$ cat src/rtl/poly_driver_if.sv
// Operand-loading bus between a host, the poly_driver initiator and the polynomial evaluator.
// POLY_DRIVER_CHECK_EN adds the Mismatch output carried alongside Done.
interface poly_driver_if;
    logic       Start;
    logic [7:0] OpA;
    logic [7:0] OpB;
    logic [7:0] OpC;
    logic [7:0] OpX;
    logic       Busy;
    logic       Go;
    logic [7:0] DataIn;
    logic       ResultValid;
    logic [7:0] DataResult;
    logic [7:0] Result;
    logic       Done;
    logic       Error;
`ifdef POLY_DRIVER_CHECK_EN
    logic       Mismatch;

    modport master (
        input  Start, OpA, OpB, OpC, OpX, ResultValid, DataResult,
        output Busy, Go, DataIn, Result, Done, Error, Mismatch
    );

    modport slave (
        output Start, OpA, OpB, OpC, OpX, ResultValid, DataResult,
        input  Busy, Go, DataIn, Result, Done, Error, Mismatch
    );
`else
    modport master (
        input  Start, OpA, OpB, OpC, OpX, ResultValid, DataResult,
        output Busy, Go, DataIn, Result, Done, Error
    );

    modport slave (
        output Start, OpA, OpB, OpC, OpX, ResultValid, DataResult,
        input  Busy, Go, DataIn, Result, Done, Error
    );
`endif
endinterface

$ cat src/rtl/poly_driver.sv
// Drives the evaluator's Go/DataIn sequence for operands A, B, C, X and returns its result.
// Define POLY_DRIVER_CHECK_EN to add a registered Mismatch check against an internal model.
module poly_driver #(
    parameter int HOLD_CYCLES    = 2,
    parameter int GAP_CYCLES     = 2,
    parameter int TIMEOUT_CYCLES = 64
) (
    input  logic          Clock,
    input  logic          Reset,
    poly_driver_if.master bus
);

    localparam int MAX_COUNT = (HOLD_CYCLES > GAP_CYCLES)
                             ? ((HOLD_CYCLES > TIMEOUT_CYCLES) ? HOLD_CYCLES : TIMEOUT_CYCLES)
                             : ((GAP_CYCLES > TIMEOUT_CYCLES) ? GAP_CYCLES : TIMEOUT_CYCLES);
    localparam int CW = $clog2(MAX_COUNT + 1);

    typedef enum logic [2:0] {IDLE, SETUP, PRESS, RELEASE, WAIT_RES} state_t;

    state_t        state, state_next;
    logic [CW-1:0] cnt, cnt_next;
    logic [1:0]    idx, idx_next;
    logic [7:0]    ops [4];
    logic [7:0]    ops_next [4];
    logic          go, go_next;
    logic [7:0]    data_in, data_next;
    logic          busy, busy_next;
    logic [7:0]    result, result_next;
    logic          done, done_next;
    logic          error, error_next;

    assign bus.Busy   = busy;
    assign bus.Go     = go;
    assign bus.DataIn = data_in;
    assign bus.Result = result;
    assign bus.Done   = done;
    assign bus.Error  = error;

    // DataIn is loaded as SETUP is entered, so it is already stable a full cycle before Go rises.
    // A Start coinciding with a Done/Error pulse is dropped; it is taken next cycle if still held.
    always_comb begin
        state_next  = state;
        cnt_next    = cnt + CW'(1);
        idx_next    = idx;
        ops_next    = ops;
        data_next   = data_in;
        result_next = result;
        done_next   = 1'b0;
        error_next  = 1'b0;
        case (state)
            IDLE: begin
                cnt_next = '0;
                if (bus.Start && !done && !error) begin
                    ops_next   = '{bus.OpA, bus.OpB, bus.OpC, bus.OpX};
                    idx_next   = 2'd0;
                    data_next  = bus.OpA;
                    state_next = SETUP;
                end
            end
            SETUP: begin
                cnt_next   = '0;
                state_next = PRESS;
            end
            PRESS: begin
                if (cnt == CW'(HOLD_CYCLES - 1)) begin
                    cnt_next   = '0;
                    state_next = RELEASE;
                end
            end
            RELEASE: begin
                if (cnt == CW'(GAP_CYCLES - 1)) begin
                    cnt_next = '0;
                    if (idx != 2'd3) begin
                        idx_next   = idx + 2'd1;
                        data_next  = ops[idx + 2'd1];
                        state_next = SETUP;
                    end else begin
                        state_next = WAIT_RES;
                    end
                end
            end
            WAIT_RES: begin
                if (bus.ResultValid) begin
                    result_next = bus.DataResult;
                    done_next   = 1'b1;
                    state_next  = IDLE;
                end else if (cnt == CW'(TIMEOUT_CYCLES - 1)) begin
                    error_next = 1'b1;
                    state_next = IDLE;
                end
            end
            default: state_next = IDLE;
        endcase
        go_next   = (state_next == PRESS);
        busy_next = (state_next != IDLE);
    end

    always_ff @(posedge Clock) begin
        if (Reset) begin
            state   <= IDLE;
            cnt     <= '0;
            idx     <= '0;
            ops     <= '{default: '0};
            go      <= 1'b0;
            data_in <= '0;
            busy    <= 1'b0;
            result  <= '0;
            done    <= 1'b0;
            error   <= 1'b0;
        end else begin
            state   <= state_next;
            cnt     <= cnt_next;
            idx     <= idx_next;
            ops     <= ops_next;
            go      <= go_next;
            data_in <= data_next;
            busy    <= busy_next;
            result  <= result_next;
            done    <= done_next;
            error   <= error_next;
        end
    end

`ifdef POLY_DRIVER_CHECK_EN
    logic [7:0] model_val;
    logic       mismatch;

    // 8-bit arithmetic gives the mod-256 reduction for free.
    assign model_val    = ops[0] * ops[3] * ops[3] + ops[1] * ops[3] + ops[2];
    assign bus.Mismatch = mismatch;

    always_ff @(posedge Clock) begin
        if (Reset) begin
            mismatch <= 1'b0;
        end else begin
            mismatch <= (state == WAIT_RES) && bus.ResultValid && (bus.DataResult != model_val);
        end
    end
`endif

endmodule
$ cat src/flat_wrapper.sv
// flat-port wrapper written by rule: the top's interface ports become plain ports
module poly_driver_flat 
#(
    parameter int HOLD_CYCLES    = 2,
    parameter int GAP_CYCLES     = 2,
    parameter int TIMEOUT_CYCLES = 64
)
  (Clock, Reset, bus_Start, bus_OpA, bus_OpB, bus_OpC, bus_OpX, bus_ResultValid, bus_DataResult, bus_Busy, bus_Go, bus_DataIn, bus_Result, bus_Done, bus_Error);
  poly_driver_if bus_i ();
  input  logic Clock;
  input  logic Reset;
  input wire logic [$bits(bus_i.Start)-1:0] bus_Start;
  input wire logic [$bits(bus_i.OpA)-1:0] bus_OpA;
  input wire logic [$bits(bus_i.OpB)-1:0] bus_OpB;
  input wire logic [$bits(bus_i.OpC)-1:0] bus_OpC;
  input wire logic [$bits(bus_i.OpX)-1:0] bus_OpX;
  input wire logic [$bits(bus_i.ResultValid)-1:0] bus_ResultValid;
  input wire logic [$bits(bus_i.DataResult)-1:0] bus_DataResult;
  output wire logic [$bits(bus_i.Busy)-1:0] bus_Busy;
  output wire logic [$bits(bus_i.Go)-1:0] bus_Go;
  output wire logic [$bits(bus_i.DataIn)-1:0] bus_DataIn;
  output wire logic [$bits(bus_i.Result)-1:0] bus_Result;
  output wire logic [$bits(bus_i.Done)-1:0] bus_Done;
  output wire logic [$bits(bus_i.Error)-1:0] bus_Error;
  assign bus_i.Start = bus_Start;
  assign bus_i.OpA = bus_OpA;
  assign bus_i.OpB = bus_OpB;
  assign bus_i.OpC = bus_OpC;
  assign bus_i.OpX = bus_OpX;
  assign bus_i.ResultValid = bus_ResultValid;
  assign bus_i.DataResult = bus_DataResult;
  assign bus_Busy = bus_i.Busy;
  assign bus_Go = bus_i.Go;
  assign bus_DataIn = bus_i.DataIn;
  assign bus_Result = bus_i.Result;
  assign bus_Done = bus_i.Done;
  assign bus_Error = bus_i.Error;
  poly_driver #(.HOLD_CYCLES(HOLD_CYCLES), .GAP_CYCLES(GAP_CYCLES), .TIMEOUT_CYCLES(TIMEOUT_CYCLES)) u_core (.Clock(Clock), .Reset(Reset), .bus(bus_i));
endmodule
$ cat config.mk
export PLATFORM = sky130hd
export DESIGN_NAME = poly_driver_flat
export DESIGN_NICKNAME = d
export VERILOG_FILES = /design/src/rtl/poly_driver_if.sv /design/src/rtl/poly_driver.sv /design/src/flat_wrapper.sv
export SDC_FILE = /design/constraint.sdc
export NUM_CORES = 1
export LEC_CHECK = 0
export BUFFER_PORTS_ARGS = -buffer_cell sky130_fd_sc_hd__buf_2
export CAP_MARGIN = 10
export CORE_MARGIN = 5
export CORE_UTILIZATION = 35
export DETAILED_ROUTE_END_ITERATION = 7
export GPL_ROUTABILITY_DRIVEN = 1
export REMOVE_ABC_BUFFERS = 1
export SLEW_MARGIN = 20
export SYNTH_ARGS = -nofsm -noshare
export SYNTH_HDL_FRONTEND = slang
export SYNTH_SLANG_ARGS = --single-unit
$ cat constraint.sdc
create_clock -name Clock -period 4.7 [get_ports Clock]
set_input_delay 0.94 -clock Clock [delete_from_list [all_inputs] [get_ports Clock]]
set_output_delay 0.94 -clock Clock [all_outputs]
set_load 0.01 [all_outputs]
==> reports/results.ini, run 1 <==
[sta]
fmax_mhz=439
setup_tns_ns=0
rsz0062_at_grt=no
drv_slew=0
worst_pin_slew_ns=0.655
hold_viol=0
maxSlewHeadroom_pct=56.3
period_needed_ns=2.28
skew_ns=0.00328
timing.final.crit_share_pct=48.4
hold_ws_ns=0.450
setup_viol=0

[cells_and_area]
syn2layout_area_growth_pct=19.4
nets=402
drive_above_1_share_pct=29.3
layout_commonest_cell=nand2_1
fillers=798
mostFrequentLayoutCells=nand2_1 (86), dfxtp_1 (64), buf_2 (63), a21oi_1 (43), nor2_1 (12)
fin_cells=460
n_antenna_cell=0
utilization_pct=42.3
stdcell_area_sq_um=3240

[worst_setup_path]
cp_num_buf_inv=0
path_cells=ha_1 > mux4_2 > mux2i_1 > a211oi_2
crit_fanout=11
crit_required_ns=4.89
worstSetupPathType=flop to flop
rr_worst_depth=4
r2r_slack_ns=2.42
cp_top_family=multiplexers
crit_cells=4
slowest_stage=dfxtp_1
setup.worst_path.start_class=flop
max_stage_delay_ns=0.68
arrival_ns=2.47
endpoint_kind=flop

[logic_synthesis]
synth_cell_type_count=40
yosys.area_share.xor_xnor_pct=1.29
synthFlopType=dfxtp_1
yosys_warnings=0
syn_avg_cell_area_sq_um=9.13
synthCells=297
synthAdderAreaFrac_pct=1.38
yosys-top-cells-area=dfxtp_1 (47%), nand2_1 (12%), a21oi_1 (7.9%), mux4_2 (6.6%), a211oi_2 (3.7%)
yosysSeqAreaShare_pct=47.3
synth_top_family_by_area=simple AND/OR/NAND/NOR gates
synth_edf_count=0
synth_top_area_share_pct=47.3
async_reset_ff_share_pct=0
yosys_register_bits=64
syn-cell-area_sq_um=2710
synth_compound_area_share_pct=14.1
muxShareOfSynthArea_pct=9.60
synth-simple-area-share_pct=22.5
synth_area_leader_cell=dfxtp_1

[power_and_ir_drop]
vdd_ir_drop_max_v=0.000160
p_leak_nw=1.25
powerDensity_nw_per_um2=344

[clocking]
cts_buffers=9
cts_tree=done
holdBufCountCts=0
clkSlewWorstSetupHoldPaths_ns=0.06
ctsResizeCount=0
clockBufferDepth=2
h-tree-depth=3
clkLatencyLatePin_ns=0.33
cts_root_buf=clkbuf_8
cts_setup_buffers=0
cts.sinks=64

[detailed_routing]
wire_per_inst_um=12.8
num_vias=2184
wirelength_um=5890
via_per_inst=4.75
drcViolationCount=0
drtIter0Drc=86
detail-route-antenna-nets=0
firstDrtPassIters=4

[min_path]
min_path_type=flop to flop
hold_depth=2

[global_route]
grt_max_degree=42
first_global_vias=2312
grt_util_all_layers_pct=12.9
grt_pass1_wl_um=10300
grt_antenna_before_repair=0
grt_overflow=0

[floorplan]
dieArea_sq_um=9610
num_rows=32
die_y_um=98.0
die_x_um=98.0
start_util_pct=35.5
core-area_sq_um=7650
io_pins=64

[placement]
place_inst=446
place_area_sq_um=3080
portBuffers=63
gp_congestion=0.710
hpwlAfterDp_um=4010

[run_status]
outcome=complete, no violations

[run]
max-cap-violations=0

==> synth_stat cells (all sizes together) (3+ instances only) <==
library cell / n
nand2: 87
dfxtp: 64
buf: 9
nor2: 13
mux2i: 8
clkbuf: 10
nor3: 9
mux4: 8
nand3: 6
ha: 3
inv: 3
a21oi: 43
a211oi: 8
==> cell families (layout without fill, tap and decap cells) <==
kind of cell	count (synthesis)	in the layout
simple gates	128	128
buf+inv	22	83
mux	16	16
fa+ha+maj	3	3
flops	64	64
xor+xnor	4	4
compound gates	60	60
==> layout make-up <==
cell class | instances | area (sq um) | share of cell area [%]
Multi-Input combinational cell | 211 | 1330 | 41.0
Tap cell | 102 | 128 | 3.94
Timing Repair Buffer | 66 | 338 | 10.4
Sequential cell | 64 | 1280 | 39.6
Clock buffer | 13 | 149 | 4.60
Clock inverter | 1 | 5.00 | 0.155
Inverter | 3 | 11.3 | 0.348
==> metal layers <==
layer | global-route usage, % | vias to the layer above | part of all wire (%)
li1 | - | 1129 | -
met4 | 3.83 | 0 | 0.70
met5 | 0 | - | 0
met1 | 15.6 | 997 | 45
met3 | 4.93 | 4 | 6.7
met2 | 21.4 | 54 | 47
==> worst register-to-register path, cell delays in order (launching register included) <==
cell and delay (ns):
dfxtp_1 0.68, ha_1 0.61, mux4_2 0.57, mux2i_1 0.19
a211oi_2 0.09
==> stage by stage <==
stage / setup WS, ns / power [mW]
final: 2.42 / 1.11
after global routing: 2.26 / 1.17
after CTS: 2.39 / 1.13
after detailed placement: 2.36 / 0.740
after global placement: 2.40 / 0.737
after floorplan: 2.26 / 0.681
==> sequential cells by signal, indices dropped and copies added (netlist names) <==
name               flops
u_core.state           3
u_core.bus.Result      8
u_core.bus.Error       1
u_core.cnt             7
u_core.bus.DataIn      8
u_core.bus.Go          1
u_core.idx             2
u_core.ops            32
u_core.bus.Busy        1
u_core.bus.Done        1
==> where the power goes <==
group	switching, mW	internal [mW]
registers	0.0177	0.573
clock network	0.189	0.200
logic	0.0751	0.0601
total	0.282	0.832
==> path summary, 6_finish.rpt <==
| check | endpoint | startpoint |
|---|---|---|
| worst max-delay path | u_core.bus.DataIn[6] | u_core.idx[0] |
| worst min-delay path | u_core.ops[11] | u_core.ops[11] |
| worst max register to register | u_core.bus.DataIn[6] | u_core.idx[0] |
| worst min register to register | u_core.ops[11] | u_core.ops[11] |
Note: power is estimated with default switching activity, not from simulation.
==> run 2, diff against run 1 <==
==> constraint.sdc (replaced) <==
create_clock -name Clock -period 1.98 [get_ports Clock]
set_input_delay 0.396 -clock Clock [delete_from_list [all_inputs] [get_ports Clock]]
set_output_delay 0.396 -clock Clock [all_outputs]
set_load 0.01 [all_outputs]
==> reports/results.ini, run 2 (synthesized netlist as in run 1, its figures left out) <==
[power_and_ir_drop]
vdd_ir_drop_max_v=0.000455
pwr-share-seq_pct=52.1
p_sw_uw=693
powerDensity_nw_per_um2=813
p_leak_nw=1.29
switching_share_pct=25.8
clock_power_share_pct=35.4
p_int_mw=2.00
combPwrFrac_pct=12.5

[sta]
hold_ws_ns=0.294
setup_viol=0
hold_viol=0
drv_slew=0
timing.final.crit_share_pct=86.2
layout_setup_ws_ns=0.273
setup_tns_ns=0
period_needed_ns=1.71
rsz0062_at_grt=no
maxSlewHeadroom_pct=76.1
fmax_mhz=586
worst_pin_slew_ns=0.357
skew_ns=0.00807

[clocking]
clkLatencyLatePin_ns=0.33
cts.sinks=64
cts_root_buf=clkbuf_8
clkSlewWorstSetupHoldPaths_ns=0.07
cts_buffers=9
holdBufCountCts=0
clockBufferDepth=2
cts_setup_buffers=0
cts_tree=done
ctsResizeCount=0
h-tree-depth=3

[detailed_routing]
num_vias=2219
drcViolationCount=0
detail-route-antenna-nets=0
firstDrtPassIters=4
wirelength_um=6000
drtIter0Drc=90
via_per_inst=4.74
wire_per_inst_um=12.8

[worst_setup_path]
endpoint_kind=flop
crit_required_ns=2.19
setup.worst_path.start_class=flop
arrival_ns=1.92
path_cells=ha_1 > buf_4 > mux4_2 > mux2i_1 > a211oi_2
worstSetupPathType=flop to flop
crit_fanout=9
slowest_stage=mux4_2
max_stage_delay_ns=0.51

[placement]
portBuffers=63
place_inst=452
gp_congestion=0.780
preCtsSetupSlack_ns=0.268
hpwlAfterDp_um=4240

[run_status]
outcome=complete, no violations

[min_path]
min_path_type=primary input to flop

[cells_and_area]
nets=408
syn2layout_area_growth_pct=22.0
n_antenna_cell=0
drive_above_1_share_pct=30.9
mostFrequentLayoutCells=nand2_1 (86), dfxtp_1 (64), buf_2 (63), a21oi_1 (43), nor2_1 (12)
layout_commonest_cell=nand2_1
utilization_pct=43.3
largest_register_ffs=32
fin_cells=468
regMostFlops=u_core.ops
fillers=765

[floorplan]
die_y_um=98.0
core-area_sq_um=7650
start_util_pct=35.5
num_rows=32
dieArea_sq_um=9610
io_pins=64
die_x_um=98.0

[global_route]
grt_util_all_layers_pct=12.9
grt_max_degree=42
first_global_vias=2181
grt_pass1_wl_um=10200
grt_antenna_before_repair=0
grt_overflow=0

[run]
max-cap-violations=0

run 2: cell types whose count changed in the layout (fill, tap and decap cells not counted):
cell	delta
buf_12	+1
clkinvlp_4	+1
buf_4	+5
clkinv_2	+1
run 2: final cells by class:
class / instances / area, sq um / area share [%]
Sequential cell: 64 / 1280 / 38.7
Clock inverter: 3 / 17.5 / 0.530
Multi-Input combinational cell: 211 / 1330 / 40.1
Tap cell: 102 / 128 / 3.86
Timing Repair Buffer: 72 / 395 / 12.0
Inverter: 3 / 11.3 / 0.340
Clock buffer: 13 / 149 / 4.50
run 2: stage by stage:
step	total power, mW	area, sq um
floorplan	1.62	2620
global placement	1.76	3140
detailed placement	1.77	3140
CTS	2.74	3310
global route	2.84	3310
finish	2.69	3310
run 2: critical path, delay by kind of cell (launching register included):
kind,cells,cell delay [ns]
AOI/OAI and AO/OA,1,0.09
adders and majority gates,1,0.27
buffers and inverters,1,0.20
DFF,1,0.32
muxes,2,0.70
run 2: routing by layer:
metal / GRT usage [%] / routed length (um)
met1: 16.2 / 2750
met4: 5.01 / 100
met5: 0 / 0
met3: 4.57 / 364
met2: 20.4 / 2790
run 2: worst paths after layout:
| kind | start | endpoint | slack (ns) | depth (start not counted) |
|---|---|---|---|---|
| worst min-delay path | bus_DataResult[7] | u_core.bus.Result[7] | 0.29 | 3 |
| worst max-delay path | u_core.idx[0] | u_core.bus.DataIn[3] | 0.27 | 5 |
| worst min register to register | u_core.bus.Result[1] | u_core.bus.Result[1] | 0.45 | 2 |
| worst max register to register | u_core.idx[0] | u_core.bus.DataIn[3] | 0.27 | 5 |
run 2: power groups by stage:
stage	Clock [mW]	Combinational, mW	Sequential [mW]
final	0.952	0.336	1.40
after global routing	1.05	0.379	1.41
after CTS	0.995	0.342	1.40
after detailed placement	0	0.341	1.43
after global placement	0	0.333	1.43
after floorplan	0	0.188	1.43
